`src/rtl/cpu_pkg.sv`:
```
`default_nettype none
// ============================================================
// Package : cpu_pkg
// Shared CPU types: MEM stage FSM states, write-back selects, MEM/WB bundle.
// Revision: 1.0
// ============================================================
package cpu_pkg;

  localparam int XLEN = 32;

  localparam logic [4:0] REG_LR = 5'd31;

  localparam logic [1:0] WB_PC     = 2'b00;
  localparam logic [1:0] WB_PC_ALT = 2'b01;
  localparam logic [1:0] WB_MEM    = 2'b10;
  localparam logic [1:0] WB_EXE    = 2'b11;

  typedef enum logic [0:0] {
    IDLE = 1'b0,
    BUSY = 1'b1
  } state_t;

  typedef struct packed {
    logic [XLEN-1:0] exe_out;
    logic [XLEN-1:0] mem_out;
    logic [XLEN-1:0] pc_inc4;
    logic [4:0]      rx;
    logic [1:0]      wb_data_sel;
    logic            wb_reg_sel;
    logic            reg_write;
  } mem_wb_t;

  localparam int MEM_WB_W = $bits(mem_wb_t);

  function automatic logic is_word_aligned(input logic [1:0] lsb);
    return (lsb == 2'b00);
  endfunction

endpackage
`default_nettype wire

```
`src/rtl/mem_stage_mem_wb_reg.sv`:
```
`default_nettype none
// ============================================================
// Module : mem_wb_reg
// MEM/WB pipeline register: loads a new bundle or inserts a bubble.
// Revision: 1.0
// ============================================================
module mem_wb_reg
  import cpu_pkg::*;
(
  input  logic                clk,
  input  logic                rst,
  input  logic                load,
  input  logic [MEM_WB_W-1:0] d,
  output logic [MEM_WB_W-1:0] q,
  output logic                valid
);

  // Payload holds across bubbles; only the valid bit drops.
  always_ff @(posedge clk) begin
    if (rst) begin
      q     <= '0;
      valid <= 1'b0;
    end else begin
      valid <= load;
      if (load) begin
        q <= d;
      end
    end
  end

endmodule
`default_nettype wire

```
`src/rtl/mem_stage.sv`:
```
`default_nettype none
// ============================================================
// Module : mem_stage
// Memory-access stage: single-outstanding memory handshake, upstream stall, MEM/WB register.
// Revision: 1.0
// ============================================================
module mem_stage
  import cpu_pkg::*;
#(
  parameter int N       = 32,
  parameter int TIMEOUT = 255
) (
  input  logic         clk,
  input  logic         rst,
  input  logic         in_valid,
  input  logic [N-1:0] exeOut_in,
  input  logic [N-1:0] storeData,
  input  logic         MemRead,
  input  logic         MemWrite,
  input  logic [N-1:0] PCInc4_in,
  input  logic [4:0]   Rx_in,
  input  logic [1:0]   WbDataSel_in,
  input  logic         WbRegSel_in,
  input  logic         RegWrite_in,
  output logic         stall,
  output logic [N-1:0] mem_addr,
  output logic [N-1:0] mem_wdata,
  output logic         mem_rd,
  output logic         mem_wr,
  input  logic         mem_ready,
  input  logic [N-1:0] mem_rdata,
  output logic         mem_err,
  output logic         wb_valid,
  output logic [N-1:0] exeOut,
  output logic [N-1:0] MemOut,
  output logic [N-1:0] PCInc4,
  output logic [4:0]   Rx,
  output logic [1:0]   WbDataSel,
  output logic         WbRegSel,
  output logic         RegWrite
);

  if (N != XLEN) begin : g_width_check
    $error("mem_stage: N must match cpu_pkg::XLEN");
  end

  if (TIMEOUT < 1 || TIMEOUT > 255) begin : g_timeout_check
    $error("mem_stage: TIMEOUT must be in 1..255");
  end

  localparam logic [7:0] TIMEOUT_LAST = 8'(TIMEOUT - 1);

  state_t        r_state;
  state_t        w_state_nxt;
  logic [7:0]    r_cnt;
  mem_wb_t       r_hold;
  logic          r_hold_is_load;

  logic          w_memop;
  logic          w_aligned;
  logic          w_issue;
  logic          w_misalign;
  logic          w_timeout;
  logic          w_abort;
  logic          w_wb_load;
  mem_wb_t       w_wb_d;
  logic [MEM_WB_W-1:0] w_wb_q_bits;
  mem_wb_t       w_wb_q;

  assign w_memop    = MemRead | MemWrite;
  assign w_aligned  = is_word_aligned(exeOut_in[1:0]);
  assign w_issue    = (r_state == IDLE) & in_valid & w_memop & w_aligned;
  assign w_misalign = (r_state == IDLE) & in_valid & w_memop & ~w_aligned;
  assign w_timeout  = (r_cnt == TIMEOUT_LAST);
  assign w_abort    = (r_state == BUSY) & ~mem_ready & w_timeout;

  always_comb begin
    w_state_nxt = r_state;
    stall       = 1'b0;
    w_wb_load   = 1'b0;
    w_wb_d      = '0;
    case (r_state)
      IDLE: begin
        if (w_issue) begin
          stall       = 1'b1;
          w_state_nxt = BUSY;
        end else if (in_valid && !w_memop) begin
          w_wb_load          = 1'b1;
          w_wb_d.exe_out     = exeOut_in;
          w_wb_d.pc_inc4     = PCInc4_in;
          w_wb_d.rx          = Rx_in;
          w_wb_d.wb_data_sel = WbDataSel_in;
          w_wb_d.wb_reg_sel  = WbRegSel_in;
          w_wb_d.reg_write   = RegWrite_in;
        end
      end
      BUSY: begin
        if (mem_ready) begin
          w_state_nxt    = IDLE;
          w_wb_load      = 1'b1;
          w_wb_d         = r_hold;
          w_wb_d.mem_out = r_hold_is_load ? mem_rdata : '0;
        end else if (w_timeout) begin
          w_state_nxt = IDLE;
        end else begin
          stall = 1'b1;
        end
      end
      default: w_state_nxt = IDLE;
    endcase
  end

  always_ff @(posedge clk) begin
    if (rst) begin
      r_state        <= IDLE;
      r_cnt          <= 8'd0;
      r_hold         <= '0;
      r_hold_is_load <= 1'b0;
      mem_addr       <= '0;
      mem_wdata      <= '0;
      mem_rd         <= 1'b0;
      mem_wr         <= 1'b0;
      mem_err        <= 1'b0;
    end else begin
      r_state <= w_state_nxt;
      mem_err <= w_misalign | w_abort;
      if (w_issue) begin
        mem_addr              <= exeOut_in;
        mem_wdata             <= storeData;
        mem_rd                <= MemRead;
        mem_wr                <= MemWrite & ~MemRead;
        r_cnt                 <= 8'd0;
        r_hold_is_load        <= MemRead;
        r_hold.exe_out        <= exeOut_in;
        r_hold.mem_out        <= '0;
        r_hold.pc_inc4        <= PCInc4_in;
        r_hold.rx             <= Rx_in;
        r_hold.wb_data_sel    <= WbDataSel_in;
        r_hold.wb_reg_sel     <= WbRegSel_in;
        // A pure store must never reach the register file.
        r_hold.reg_write      <= RegWrite_in & ~(MemWrite & ~MemRead);
      end else if (r_state == BUSY) begin
        if (mem_ready || w_timeout) begin
          mem_rd <= 1'b0;
          mem_wr <= 1'b0;
        end else begin
          r_cnt <= r_cnt + 8'd1;
        end
      end
    end
  end

  mem_wb_reg u_mem_wb_reg (
    .clk   (clk),
    .rst   (rst),
    .load  (w_wb_load),
    .d     (w_wb_d),
    .q     (w_wb_q_bits),
    .valid (wb_valid)
  );

  assign w_wb_q    = mem_wb_t'(w_wb_q_bits);
  assign exeOut    = w_wb_q.exe_out;
  assign MemOut    = w_wb_q.mem_out;
  assign PCInc4    = w_wb_q.pc_inc4;
  assign Rx        = w_wb_q.rx;
  assign WbDataSel = w_wb_q.wb_data_sel;
  assign WbRegSel  = w_wb_q.wb_reg_sel;
  assign RegWrite  = w_wb_q.reg_write & wb_valid;

endmodule
`default_nettype wire

```
`config.mk`:
```
export PLATFORM = sky130hd
export DESIGN_NAME = mem_stage
export DESIGN_NICKNAME = d
export VERILOG_FILES = /design/src/rtl/cpu_pkg.sv /design/src/rtl/mem_stage_mem_wb_reg.sv /design/src/rtl/mem_stage.sv
export SDC_FILE = /design/constraint.sdc
export NUM_CORES = 1
export LEC_CHECK = 0
export ABC_AREA = 0
export BUFFER_PORTS_ARGS = -buffer_cell sky130_fd_sc_hd__buf_4
export CAP_MARGIN = 40
export CELL_PAD_IN_SITES_DETAIL_PLACEMENT = 2
export CELL_PAD_IN_SITES_GLOBAL_PLACEMENT = 2
export CORE_MARGIN = 2
export CORE_UTILIZATION = 26
export CTS_BUF_LIST = sky130_fd_sc_hd__clkbuf_4 sky130_fd_sc_hd__clkbuf_8
export CTS_CLUSTER_DIAMETER = 60
export DETAILED_ROUTE_END_ITERATION = 6
export PLACE_DENSITY_LB_ADDON = 0.2
export SETUP_SLACK_MARGIN = 0.05
export SYNTH_ARGS = -nofsm -noshare
export SYNTH_HDL_FRONTEND = slang
export SYNTH_SLANG_ARGS = --single-unit
```
`constraint.sdc`:
```
create_clock -name clk -period 1.51 [get_ports clk]
set_input_delay 0.2265 -clock clk [delete_from_list [all_inputs] [get_ports clk]]
set_output_delay 0.2265 -clock clk [all_outputs]
set_load 0.02 [all_outputs]
```
==> impl_metrics.tcl <==
set metrics [dict create \
    synthToLayoutAreaGrowth_pct 66.8 \
    seq_area_mm2 0.00449 \
    yosys_warnings 0 \
    final_util_pct 44.1 \
    first_global_vias 9896 \
    vias 9129 \
    grt_max_degree 73 \
    wl_um 40300 \
    worstSetupPathType "reg -> out" \
    synth_edf_count 0 \
    seq_area_frac_synth_pct 49.1 \
    synth_common_cells "284 x nand2_1, 224 x dfxtp_1, 181 x a21oi_1, 136 x buf_4, 105 x a22oi_1" \
    die-area_mm2 0.0366 \
    initial_core_util_pct 26.4 \
    syn_nets 1243 \
    n_fill_cell 3653 \
    root_buffer "clkbuf_8" \
    relSlewSlack_pct 68.4 \
    dpl_cell_area_mm2 0.0112 \
    fmax_ghz 0.556 \
    grt_usage_pct 18.8 \
    portBuffers 316 \
    hold_viol_final 0 \
    multi_input_area_mm2 0.00433 \
    syn_avg_cell_area_um2 8.31 \
    cts_buffers 44 \
    fin_ws_ns -0.289 \
    fin_skew_ns 0.0236 \
    start_kind "flip-flop" \
    h-tree-depth 2 \
    syn_inst 1098 \
    power_mw 14.4 \
    fin_crit_sh_pct 119 \
    final_cells 1943 \
    drv_slew 0 \
    layout-drive-gt1-share_pct 45.9 \
    worst_pin_slew_ns 0.474 \
    timing.hold.worst_path_depth 3 \
    fp.dieH_um 191 \
    status "finished with violations" \
    holdWs_ns 0.110 \
    ys_ff_latch 224 \
    hold_path_class "in -> reg" \
    setup_viol 40 \
    maxCapViolations 0 \
    leakagePower_nw 6.03 \
    yosysTopAreaCellShare_pct 49.1 \
    synthArstFlopShare_pct 0 \
    cts.path.max_buffers 3 \
    critPathArrivalTime_ns 1.57 \
    peakVddDrop_v 0.000617 \
    cts_tree "built" \
    grt_first_pass_wirelength_um 54300 \
    row_count 68 \
    synth.most_common_cell "nand2_1" \
    design_area_mm2 0.0152 \
    required_ns 1.28 \
    die_w_um 191 \
    path_max_fanout 4 \
    drtIter0Drc 202 \
    end_kind "primary output" \
    finalSetupTns_ns -1.74 \
    clock_latency_ns 0.54 \
    synthTopCellsByArea "dfxtp_1 49%, nand2_1 12%, buf_4 11%" \
    ff2ff_path_depth 8 \
    final_nets 1605 \
    finalWeightedCongestion 0.702 \
    place_inst 1692 \
    rsz0062_at_grt "true" \
    drtPass1Iterations 4 \
    grt_overflow 0 \
    synth.distinct_cells 40 \
    violations "negative setup slack" \
    clock_sinks 224 \
    pre_cts_slack_ns -0.115 \
    wl_per_cell_um 20.8 \
    dp_hpwl_um 21300 \
    synth_top_cell_by_area "dfxtp_1" \
    power.density_mw_per_mm2 947 \
    core_mm2 0.0345 \
    netlist_area_mm2 0.00913 \
    finalCriticalPeriod_ns 1.80 \
    drc 0 \
    antenna_found_initial 1 \
    clkSlewWorstSetupHoldPaths_ns 0.06 \
    ios 317 \
    viasPerCell 4.70 \
    ys.flop_type "dfxtp_1" \
    detail-route-antenna-nets 0 \
]
==> repair_timing <==
action	4_1_cts	5_1_grt
pin swaps	7	169
gates resized for setup	30	274
endpoints found under the hold margin	207	0
hold buffers	138	0
endpoints found under the setup margin	194	153
setup buffers	9	15
gates cloned	2	16
==> final cells by class <==
type	instances	area share (%)
timing repair buffer	530	32.5
sequential	224	29.5
multi-input combinational	655	28.5
clock buffer	71	5.60
tap	455	3.74
inverter	5	0.123
clock inverter	2	0.0822
antenna	1	0.0164
==> sequential cells by signal, summed over array words and instances (netlist names), 8 cells and up <==
| register | flops |
|---|---|
| mem_wdata | 32 |
| r_cnt | 8 |
| r_hold | 73 |
| u_mem_wb_reg.q | 105 |
==> report_power, final <==
part	internal, mW	switching, mW
sequential	6.07	0.123
clock	3.53	2.66
combinational	1.04	1.00
==> cells by family after synthesis <==
logic type / share of synthesized area [%]
AND/OR/NAND/NOR: 15.2
AO/OA/AOI/OAI: 19.9
flip-flops: 49.1
buffers and inverters: 15.1
XOR/XNOR: 0.288
adder cells (fa/ha/maj): 0.274
multiplexers: 0.110
==> layer usage <==
metal	vias to the layer above	global-route usage, %	share of wire, %	wire, um
met2	264	33.6	51	20600
met4	0	6.07	3.1	1240
met5	-	0	0	0
li1	4294	-	-	-
met3	81	5.43	6.1	2480
met1	4490	21.5	40	16000
==> cells in the final DEF (no fill, tap or decap), types with 2 or more instances in the layout <==
cell,Yosys,final
o21ai_0,3,3
buf_6,0,9
nor2_1,42,42
a21oi_1,181,107
dfxtp_2,0,5
clkbuf_8,0,51
a21oi_2,0,74
nand2_1,284,213
dfxtp_1,224,218
nand2_2,0,13
a22oi_1,105,58
nand3_1,5,3
nand4_1,2,2
inv_1,5,4
buf_4,136,340
a211oi_2,0,2
xor2_1,2,2
a22oi_2,0,47
clkbuf_4,0,20
dlygate4sd3_1,0,138
clkbuf_16,0,13
buf_12,0,24
buf_8,0,5
nand2_4,0,58
==> critical path, cell delays in order, from the launching register on <==
cell and delay, ns:
dfxtp_2 0.36, nand4_1 0.19, o21ai_4 0.24, nand2_2 0.07, buf_6 0.15
==> path summary, 6_finish.rpt <==
check / start / to / slack [ns]
min reg2reg: r_hold[74] / r_hold[74] / 0.45
min: MemRead / mem_rd / 0.11
max reg2reg: r_state / u_mem_wb_reg.q[62] / -0.17
max: r_cnt[5] / stall / -0.29
No activity file was read; power rests on OpenSTA's default activity.
